$ cat src/rtl/jt12_pg_acc_pkg.sv
// Shared widths, FSM encoding and pipeline tag payload for the phase accumulator.
package jt12_pg_acc_pkg;

  localparam int unsigned SLOTS_DEF = 24;
  localparam int unsigned PHW_DEF   = 20;
  localparam int unsigned INCW_DEF  = 17;
  localparam int unsigned OPW_DEF   = 10;
  localparam int unsigned DTW_DEF   = 6;
  localparam int unsigned MULW_DEF  = 4;
  localparam int unsigned SLOT_W    = 6;

  typedef enum logic {
    ST_INIT = 1'b0,
    ST_RUN  = 1'b1
  } pg_state_e;

  // Per-slot control that travels alongside the increment pipeline
  typedef struct packed {
    logic              valid;
    logic              pg_rst;
    logic [SLOT_W-1:0] slot;
  } pg_tag_t;

endpackage

$ cat src/rtl/jt12_pg_inc.sv
// Two-stage increment path: detune add (wrapping), then x0.5 or integer multiply.
module jt12_pg_inc #(
  parameter int unsigned INCW = 17,
  parameter int unsigned PHW  = 20,
  parameter int unsigned DTW  = 6,
  parameter int unsigned MULW = 4
) (
  input  logic            clk,
  input  logic            rst,
  input  logic            clk_en,
  input  logic [INCW-1:0] phinc_pure,
  input  logic [DTW-1:0]  detune_signed,
  input  logic [MULW-1:0] mul,
  output logic [PHW-1:0]  inc
);

  localparam int unsigned PW = INCW + MULW;

  logic [INCW-1:0] premul;
  logic [MULW-1:0] mul_d1;
  logic [INCW-1:0] premul_c;
  logic [PW-1:0]   prod_c;
  logic [PHW-1:0]  inc_c;

  // Negative sums wrap modulo 2^INCW on purpose
  assign premul_c = phinc_pure + INCW'($signed(detune_signed));
  assign prod_c   = PW'(premul) * PW'(mul_d1);
  assign inc_c    = (mul_d1 == '0) ? PHW'(premul >> 1) : PHW'(prod_c);

  always_ff @(posedge clk or posedge rst) begin
    if (rst) begin
      premul <= '0;
      mul_d1 <= '0;
      inc    <= '0;
    end else if (clk_en) begin
      premul <= premul_c;
      mul_d1 <= mul;
      inc    <= inc_c;
    end
  end

endmodule

$ cat src/rtl/jt12_pg_acc.sv
// Time-multiplexed phase accumulator: slot sequencer, clear sweep, S3 add and phase register file.
module jt12_pg_acc
  import jt12_pg_acc_pkg::*;
#(
  parameter int unsigned SLOTS = SLOTS_DEF,
  parameter int unsigned PHW   = PHW_DEF,
  parameter int unsigned INCW  = INCW_DEF,
  parameter int unsigned OPW   = OPW_DEF,
  parameter int unsigned DTW   = DTW_DEF,
  parameter int unsigned MULW  = MULW_DEF
) (
  input  logic              clk,
  input  logic              rst,
  input  logic              clk_en,
  input  logic [INCW-1:0]   phinc_pure,
  input  logic [DTW-1:0]    detune_signed,
  input  logic [MULW-1:0]   mul,
  input  logic              pg_rst,
  input  logic              pg_stop,
  output logic [SLOT_W-1:0] in_slot,
  output logic              busy,
  output logic              op_valid,
  output logic [SLOT_W-1:0] op_slot,
  output logic [OPW-1:0]    phase_op
);

  localparam int unsigned       AW   = (SLOTS > 1) ? $clog2(SLOTS) : 1;
  localparam logic [SLOT_W-1:0] LAST = SLOT_W'(SLOTS - 1);

  pg_state_e         state, state_nxt;
  logic [SLOT_W-1:0] clr_ptr, clr_ptr_nxt;
  logic [SLOT_W-1:0] in_slot_nxt;
  logic              busy_nxt;

  pg_tag_t           tag_d1, tag_d2;
  logic [PHW-1:0]    inc;

  logic [PHW-1:0]    phase_mem [SLOTS];
  logic [PHW-1:0]    phase_rd_c;
  logic [PHW-1:0]    phase_nxt_c;
  logic              mem_we_c;
  logic [SLOT_W-1:0] mem_addr_c;
  logic [PHW-1:0]    mem_wdata_c;

  jt12_pg_inc #(
    .INCW (INCW),
    .PHW  (PHW),
    .DTW  (DTW),
    .MULW (MULW)
  ) u_inc (
    .clk           (clk),
    .rst           (rst),
    .clk_en        (clk_en),
    .phinc_pure    (phinc_pure),
    .detune_signed (detune_signed),
    .mul           (mul),
    .inc           (inc)
  );

  // S3: pg_rst beats pg_stop; pg_stop is taken live, not from the slot's input tick
  assign phase_rd_c  = phase_mem[AW'(tag_d2.slot)];
  assign phase_nxt_c = tag_d2.pg_rst ? '0 :
                       pg_stop       ? phase_rd_c :
                                       phase_rd_c + inc;

  always_comb begin
    state_nxt   = state;
    clr_ptr_nxt = clr_ptr;
    in_slot_nxt = in_slot;
    busy_nxt    = busy;
    mem_we_c    = 1'b0;
    mem_addr_c  = clr_ptr;
    mem_wdata_c = '0;
    case (state)
      ST_INIT: begin
        mem_we_c    = 1'b1;
        clr_ptr_nxt = clr_ptr + SLOT_W'(1);
        if (clr_ptr == LAST) begin
          clr_ptr_nxt = '0;
          state_nxt   = ST_RUN;
          busy_nxt    = 1'b0;
          in_slot_nxt = '0;
        end
      end
      ST_RUN: begin
        in_slot_nxt = (in_slot == LAST) ? '0 : in_slot + SLOT_W'(1);
        mem_we_c    = tag_d2.valid;
        mem_addr_c  = tag_d2.slot;
        mem_wdata_c = phase_nxt_c;
      end
    endcase
  end

  always_ff @(posedge clk or posedge rst) begin
    if (rst) begin
      state   <= ST_INIT;
      clr_ptr <= '0;
      in_slot <= '0;
      busy    <= 1'b1;
    end else if (clk_en) begin
      state   <= state_nxt;
      clr_ptr <= clr_ptr_nxt;
      in_slot <= in_slot_nxt;
      busy    <= busy_nxt;
    end
  end

  // Tags only go valid for slots sampled in RUN, so the sweep never leaks into S3
  always_ff @(posedge clk or posedge rst) begin
    if (rst) begin
      tag_d1   <= '0;
      tag_d2   <= '0;
      op_valid <= 1'b0;
      op_slot  <= '0;
      phase_op <= '0;
    end else if (clk_en) begin
      tag_d1   <= '{valid: (state == ST_RUN), pg_rst: pg_rst, slot: in_slot};
      tag_d2   <= tag_d1;
      op_valid <= tag_d2.valid;
      if (tag_d2.valid) begin
        op_slot  <= tag_d2.slot;
        phase_op <= phase_nxt_c[PHW-1 -: OPW];
      end
    end
  end

  // Register file without reset; contents are defined by the clear sweep
  always_ff @(posedge clk) begin
    if (clk_en && mem_we_c) begin
      phase_mem[AW'(mem_addr_c)] <= mem_wdata_c;
    end
  end

endmodule
$ cat config.mk
export PLATFORM = sky130hd
export DESIGN_NAME = jt12_pg_acc
export DESIGN_NICKNAME = d
export VERILOG_FILES = /design/src/rtl/jt12_pg_acc_pkg.sv /design/src/rtl/jt12_pg_inc.sv /design/src/rtl/jt12_pg_acc.sv
export SDC_FILE = /design/constraint.sdc
export NUM_CORES = 1
export LEC_CHECK = 0
export ABC_AREA = 1
export CAP_MARGIN = 20
export CORE_ASPECT_RATIO = 0.8
export CORE_MARGIN = 10
export CORE_UTILIZATION = 43
export CTS_CLUSTER_SIZE = 40
export DETAILED_ROUTE_END_ITERATION = 10
export PLACE_DENSITY = 0.71
export SETUP_SLACK_MARGIN = 0.05
export SYNTH_ARGS = -nofsm -noshare
export SYNTH_HDL_FRONTEND = slang
export SYNTH_SLANG_ARGS = --single-unit
$ cat constraint.sdc
create_clock -name clk -period 3.9 [get_ports clk]
set_input_delay 0.39 -clock clk [delete_from_list [all_inputs] [get_ports clk]]
set_output_delay 0.39 -clock clk [all_outputs]
set_load 0.03 [all_outputs]
* Word level (Yosys, flattened, before mapping)
Memory sizes are Yosys's and may differ from the RTL's. Index checks and enable logic that the tools add are counted.
Storage, ports and cells: bits in registers 88, memory bits (writable) 480, logic and storage cells 46, memories kept 1
Cells by class: add/sub/neg operators 4, $mul 1, equality and inequality tests 3, mux-type cells 14, bitwise gates (word level) 1, reduce and logical (&&, ||, !) cells 6
Memory list:
- phase_mem | depth 24, bits a word 20, read ports 1, clocked after memory_dff 0, wr ports 1, line jt12_pg_acc.sv:38 | logic [PHW-1:0] phase_mem [SLOTS];
Operators by type and width (number):
- $mux 20 | 4
- $add 20x20->20 | 1
- $mul 17x4->20 | 1
- $mux 6 | 3
- $add 17x17->17 | 1
- $add 6x1->6 const B | 2
- $eq 6x5->1 const B | 2
- $pmux 6 s2 | 1
- $reduce_and 2->1 | 3
- $mux 5 | 1
- $logic_not 4->1 | 1
- $mux 1 | 4
- $reduce_and 3->1 | 1
- $ne 2x2->1 const B | 1
- $pmux 1 s2 | 1
- $logic_and 1x1->1 | 1
- $not 1->1 | 1

* Logic depth before layout (Yosys ltp)
word-level depth 5, gate-level depth with buffers 25, mapped depth without buffers 22

* By module
A second synthesis with hierarchy kept.
Unflattened totals: cells, all modules 2693, area total of the unflattened synthesis 27370.0 µm²
Modules (own cells, without submodules):
- jt12_pg_acc | times used 1, cells each 1932, area each 22406.5 µm², seq. area each 15591.2 µm²
- jt12_pg_inc | times used 1, cells each 761, area each 4963.5 µm², seq. area each 1026.0 µm²

* Worst setup path before layout
No wires, ideal clock.
kind reg-to-reg, from reg tag_d2[0] (netlist bit), to mem phase_mem[0][10] (data pin), setup time 314 ps, arrival time 3426 ps, required time 3586 ps, slack 160 ps, stages on the path, launching flop included 24, buffers on the path 3, period minus slack after synthesis 3740 ps, cell sequence dfrtp_1 > buf_6 > inv_4 > buf_4 > buf_2 > nor2_1 > o221ai_1 > nand3_1 > nand3_1 > nand2_1 > inv_1 > ha_1 > inv_1 > fa_1 > nand3b_1 > nand2_1 > nand2_1 > nand2_1 > nand2_1 > nand2_1 > nor2_1 > o21ai_0 > nand2_1 > nor2_1
On the way: cells in the longest elaborated chain, start to end 5
Ends and longest elaborated chain:
- start: declaration | line jt12_pg_acc.sv:35 | pg_tag_t tag_d1, tag_d2;
- start signal: assignment | line jt12_pg_acc.sv:118 | tag_d2 <= tag_d1;
- $mem_v2 24x20 *
- $add 20x20->20 | line jt12_pg_acc.sv:64 | phase_rd_c + inc;
- $mux 20 * | line jt12_pg_acc.sv:63 | pg_stop ? phase_rd_c :
- $mux 20 * | line jt12_pg_acc.sv:62 | assign phase_nxt_c = tag_d2.pg_rst ? '0 :
- $mux 20 * | line jt12_pg_acc.sv:74 | case (state)
- named net mem_wdata_c[10] | line jt12_pg_acc.sv:43 | logic [PHW-1:0] mem_wdata_c;
- end: declaration | line jt12_pg_acc.sv:38
The timed path passes the listed nets; every way through them passes the cells marked *.

* Worst setup path in the final report
from reg tag_d2[0] (netlist bit), to mem phase_mem[15][19] (data pin)
Same word-level chain as after synthesis.

==> results.py <==
metrics = {
    "job": {
        "maxCapViolCount": 0,
    },
    "final_layout": {
        "drive_above_1_share_pct": 12.1,
        "diodes": 0,
        "synthToLayoutAreaGrowth_pct": 16.9,
        "fillCellCount": 5545,
        "nets": 2893,
        "design_area_um2": 31700,
    },
    "floorplanning": {
        "rows": 82,
        "boundaryPins": 56,
        "chipHeight_um": 245,
        "start_util_pct": 43.3,
        "coreArea_um2": 62600,
        "die_w_um": 301,
        "design.die.area_um2": 73600,
    },
    "global_route": {
        "grt_pass1_wl_um": 115000,
        "grt_max_degree": 63,
        "grt_pass1_vias": 20034,
        "met3_usage_pct": 3.63,
        "grt.overflow.total": 0,
        "grtUsageMet1_pct": 29.0,
        "grtUsageMet2_pct": 29.7,
        "grt_usage_pct": 19.7,
        "antenna_found_initial": 0,
        "gr-max-usage-layer": "met2",
    },
    "logic_synthesis": {
        "ys_seq_area_share_pct": 61.3,
        "synth.area.top_cells": "edfxtp_1, dfrtp_1, nand2_1",
        "synth_fp_nets": 2730,
        "syn_area_per_cell_um2": 10.4,
        "synth_edf_count": 480,
        "synth-async-reset-ratio_pct": 15.5,
        "synth_cells": 2606,
        "ys_warn_count": 0,
        "yosys.area.top_type": "edfxtp_1",
        "ys_dominant_reg_cell": "edfxtp_1",
        "synth_top_area_share_pct": 53.2,
        "ys_types": 48,
        "ys_ff_latch": 568,
        "synth_area_um2": 27100,
        "ys_top_cells_by_count": "edfxtp_1, nand2_1, nor2_1",
        "yosysMostFrequentCell": "edfxtp_1",
    },
    "placement": {
        "place_area_um2": 29800,
        "place.gp.congestion": 0.894,
        "portBuffers": 55,
        "hpwl_um": 49600,
    },
    "cts": {
        "clk_latency_ns": 0.62,
        "cts_root_buffer": "clkbuf_16",
        "cts_made_buffers": 53,
        "cts_sinks": 568,
        "cts_setup_buffers": 0,
        "cts.reportedPaths.clkPinSlew_ns": 0.06,
        "cts_tree": "yes",
        "cts_max_level": 2,
        "cts_buffer_depth": 3,
    },
    "detailed_routing": {
        "drc": 0,
        "vias_per_cell": 5.61,
        "ant_nets": 0,
        "num_vias": 20492,
        "dr.pass1.iters": 6,
        "drt_iter0_drc": 2277,
        "avgRoutedWirePerCell_um": 20.4,
        "routed_wl_um": 74400,
    },
    "critical_path": {
        "crit_chain": "inv_8, buf_6, buf_6, buf_12, nor2_1, o211ai_1, nand3_1, nand2_2, nand2_1, nand2_1, ha_1, buf_4, a21oi_2, nand2_1, a21oi_2, nand3_1, nand2_1, nand3_1, nand2_1, nand3_1, nor2_2, buf_12",
        "critPathMaxFanout": 24,
        "critical_path.max_stage_delay_ns": 0.54,
        "cp.buffers_inverters": 6,
        "crit_path_end_kind": "flop",
        "timing.critical_path.mode_cell": "nand2_1",
        "startpoint": "tag_d2[0]",
        "worstPathArrival_ns": 4.33,
        "required_ns": 4.35,
        "cp-start-kind": "flop",
        "timing.rr.start": "tag_d2[0]",
        "crit_type": "reg2reg",
        "crit_family": "simple AND/OR/NAND/NOR gates",
        "cp_slowest_cell": "dfrtp_4",
    },
    "sta": {
        "finalSetupViolCount": 0,
        "max_freq_mhz": 258,
        "fin_crit_sh_pct": 99.3,
        "post-route-min-period_ns": 3.87,
        "finalHoldViolCount": 0,
        "slew_headroom_pct": 35.2,
        "fin_setup_tns_ns": 0,
        "rsz0062_at_grt": "true",
        "worst_pin_slew_ns": 0.971,
        "maxSlewViolCount": 0,
        "skew_ns": 0.0225,
    },
    "power_and_ir_drop": {
        "power_density_nw_per_um2": 745,
        "p_leak_uw": 0.0126,
        "vdd_ir_drop_max_v": 0.000579,
        "power.total_uw": 23600,
    },
    "worst_hold_path": {
        "hold_path_class": "in2async",
    },
    "run_status": {
        "status": "finished, final reports clean",
    },
}
where the power goes:
| group | total, uW | internal, uW | switching (uW) |
|---|---|---|---|
| Combinational | 9830 | 3630 | 6200 |
| Sequential | 8650 | 8310 | 334 |
| Clock | 5140 | 2870 | 2280 |
metrics by stage:
stage	instances	hold WS [ns]	util, %	worst slack (ns)
2_1_floorplan	2606	0.442	-	0.160
3_3_place_gp	3552	0.459	47.6	-0.282
3_5_place_dp	3552	0.466	47.6	-0.431
4_1_cts	3652	0.123	50.5	0.0155
5_1_grt	3652	0.160	50.6	-0.200
6_report	3652	0.124	50.6	0.0279
cells by family (layout without fill, tap and decap cells):
kind of cell | after synthesis | in the layout | share of synthesized area [%]
compound gates | 552 | 552 | 11.8
buf+inv | 364 | 570 | 5.90
fa+ha+maj | 92 | 92 | 5.13
flops | 568 | 568 | 61.3
simple gates | 999 | 999 | 14.9
xor+xnor | 31 | 31 | 1.00
sequential cells by signal (all words and copies together), names as in the netlist:
register,count
phase_mem,480
u_inc.inc,20
u_inc.premul,17
phase_op,10
tag_d1,8
tag_d2,8
clr_ptr,6
in_slot,6
op_slot,6
u_inc.mul_d1,4
busy,1
op_valid,1
state,1
layout by cell type (no fill, tap or decap), types with 32 or more instances in the layout:
cell type and instances:
fa_1 32, nor2_1 352, a21oi_1 51, o21ai_1 34, nand3_1 141, o211ai_1 45, buf_4 148, nand2_1 421
edfxtp_1 480, clkbuf_16 54, dfrtp_1 84, o221ai_1 50, inv_1 225, ha_1 57, nor2_2 37, clkdlybuf4s50_1 54
o21ai_0 300
repair_timing:
action,CTS,global route
hold buffers,0,0
pin swaps,0,9
endpoints found under the setup margin,216,368
gates cloned,2,0
resized for setup,16,34
worst paths after layout:
check | end | slack (ns) | cells past startpoint
max | phase_mem[15][19] | 0.03 | 22
min | op_slot[0] | 0.12 | 2
max reg2reg | phase_mem[15][19] | 0.03 | 22
min reg2reg | op_valid | 0.48 | 2
max in group asynchronous | phase_op[2] | 2.93 | 3
min in group clk | u_inc.mul_d1[2] | 0.24 | 3
final cells by class:
type	count	area, um^2	area share [%]
Multi-Input combinational cell	1674	9080	28.7
Tap cell	840	1050	3.32
Inverter	232	883	2.79
Clock inverter	36	322	1.01
Sequential cell	568	16600	52.4
Clock buffer	62	1380	4.36
Timing Repair Buffer	240	2350	7.42
per-layer routing:
| metal | part of all wire, % | routed length [um] | vias up |
|---|---|---|---|
| li1 | - | - | 9369 |
| met1 | 44 | 32700 | 9948 |
| met2 | 44 | 32400 | 1051 |
| met3 | 10 | 7690 | 124 |
| met4 | 2.1 | 1550 | 0 |
| met5 | 0 | 0 | - |
Power figures use the tool's default switching activity.
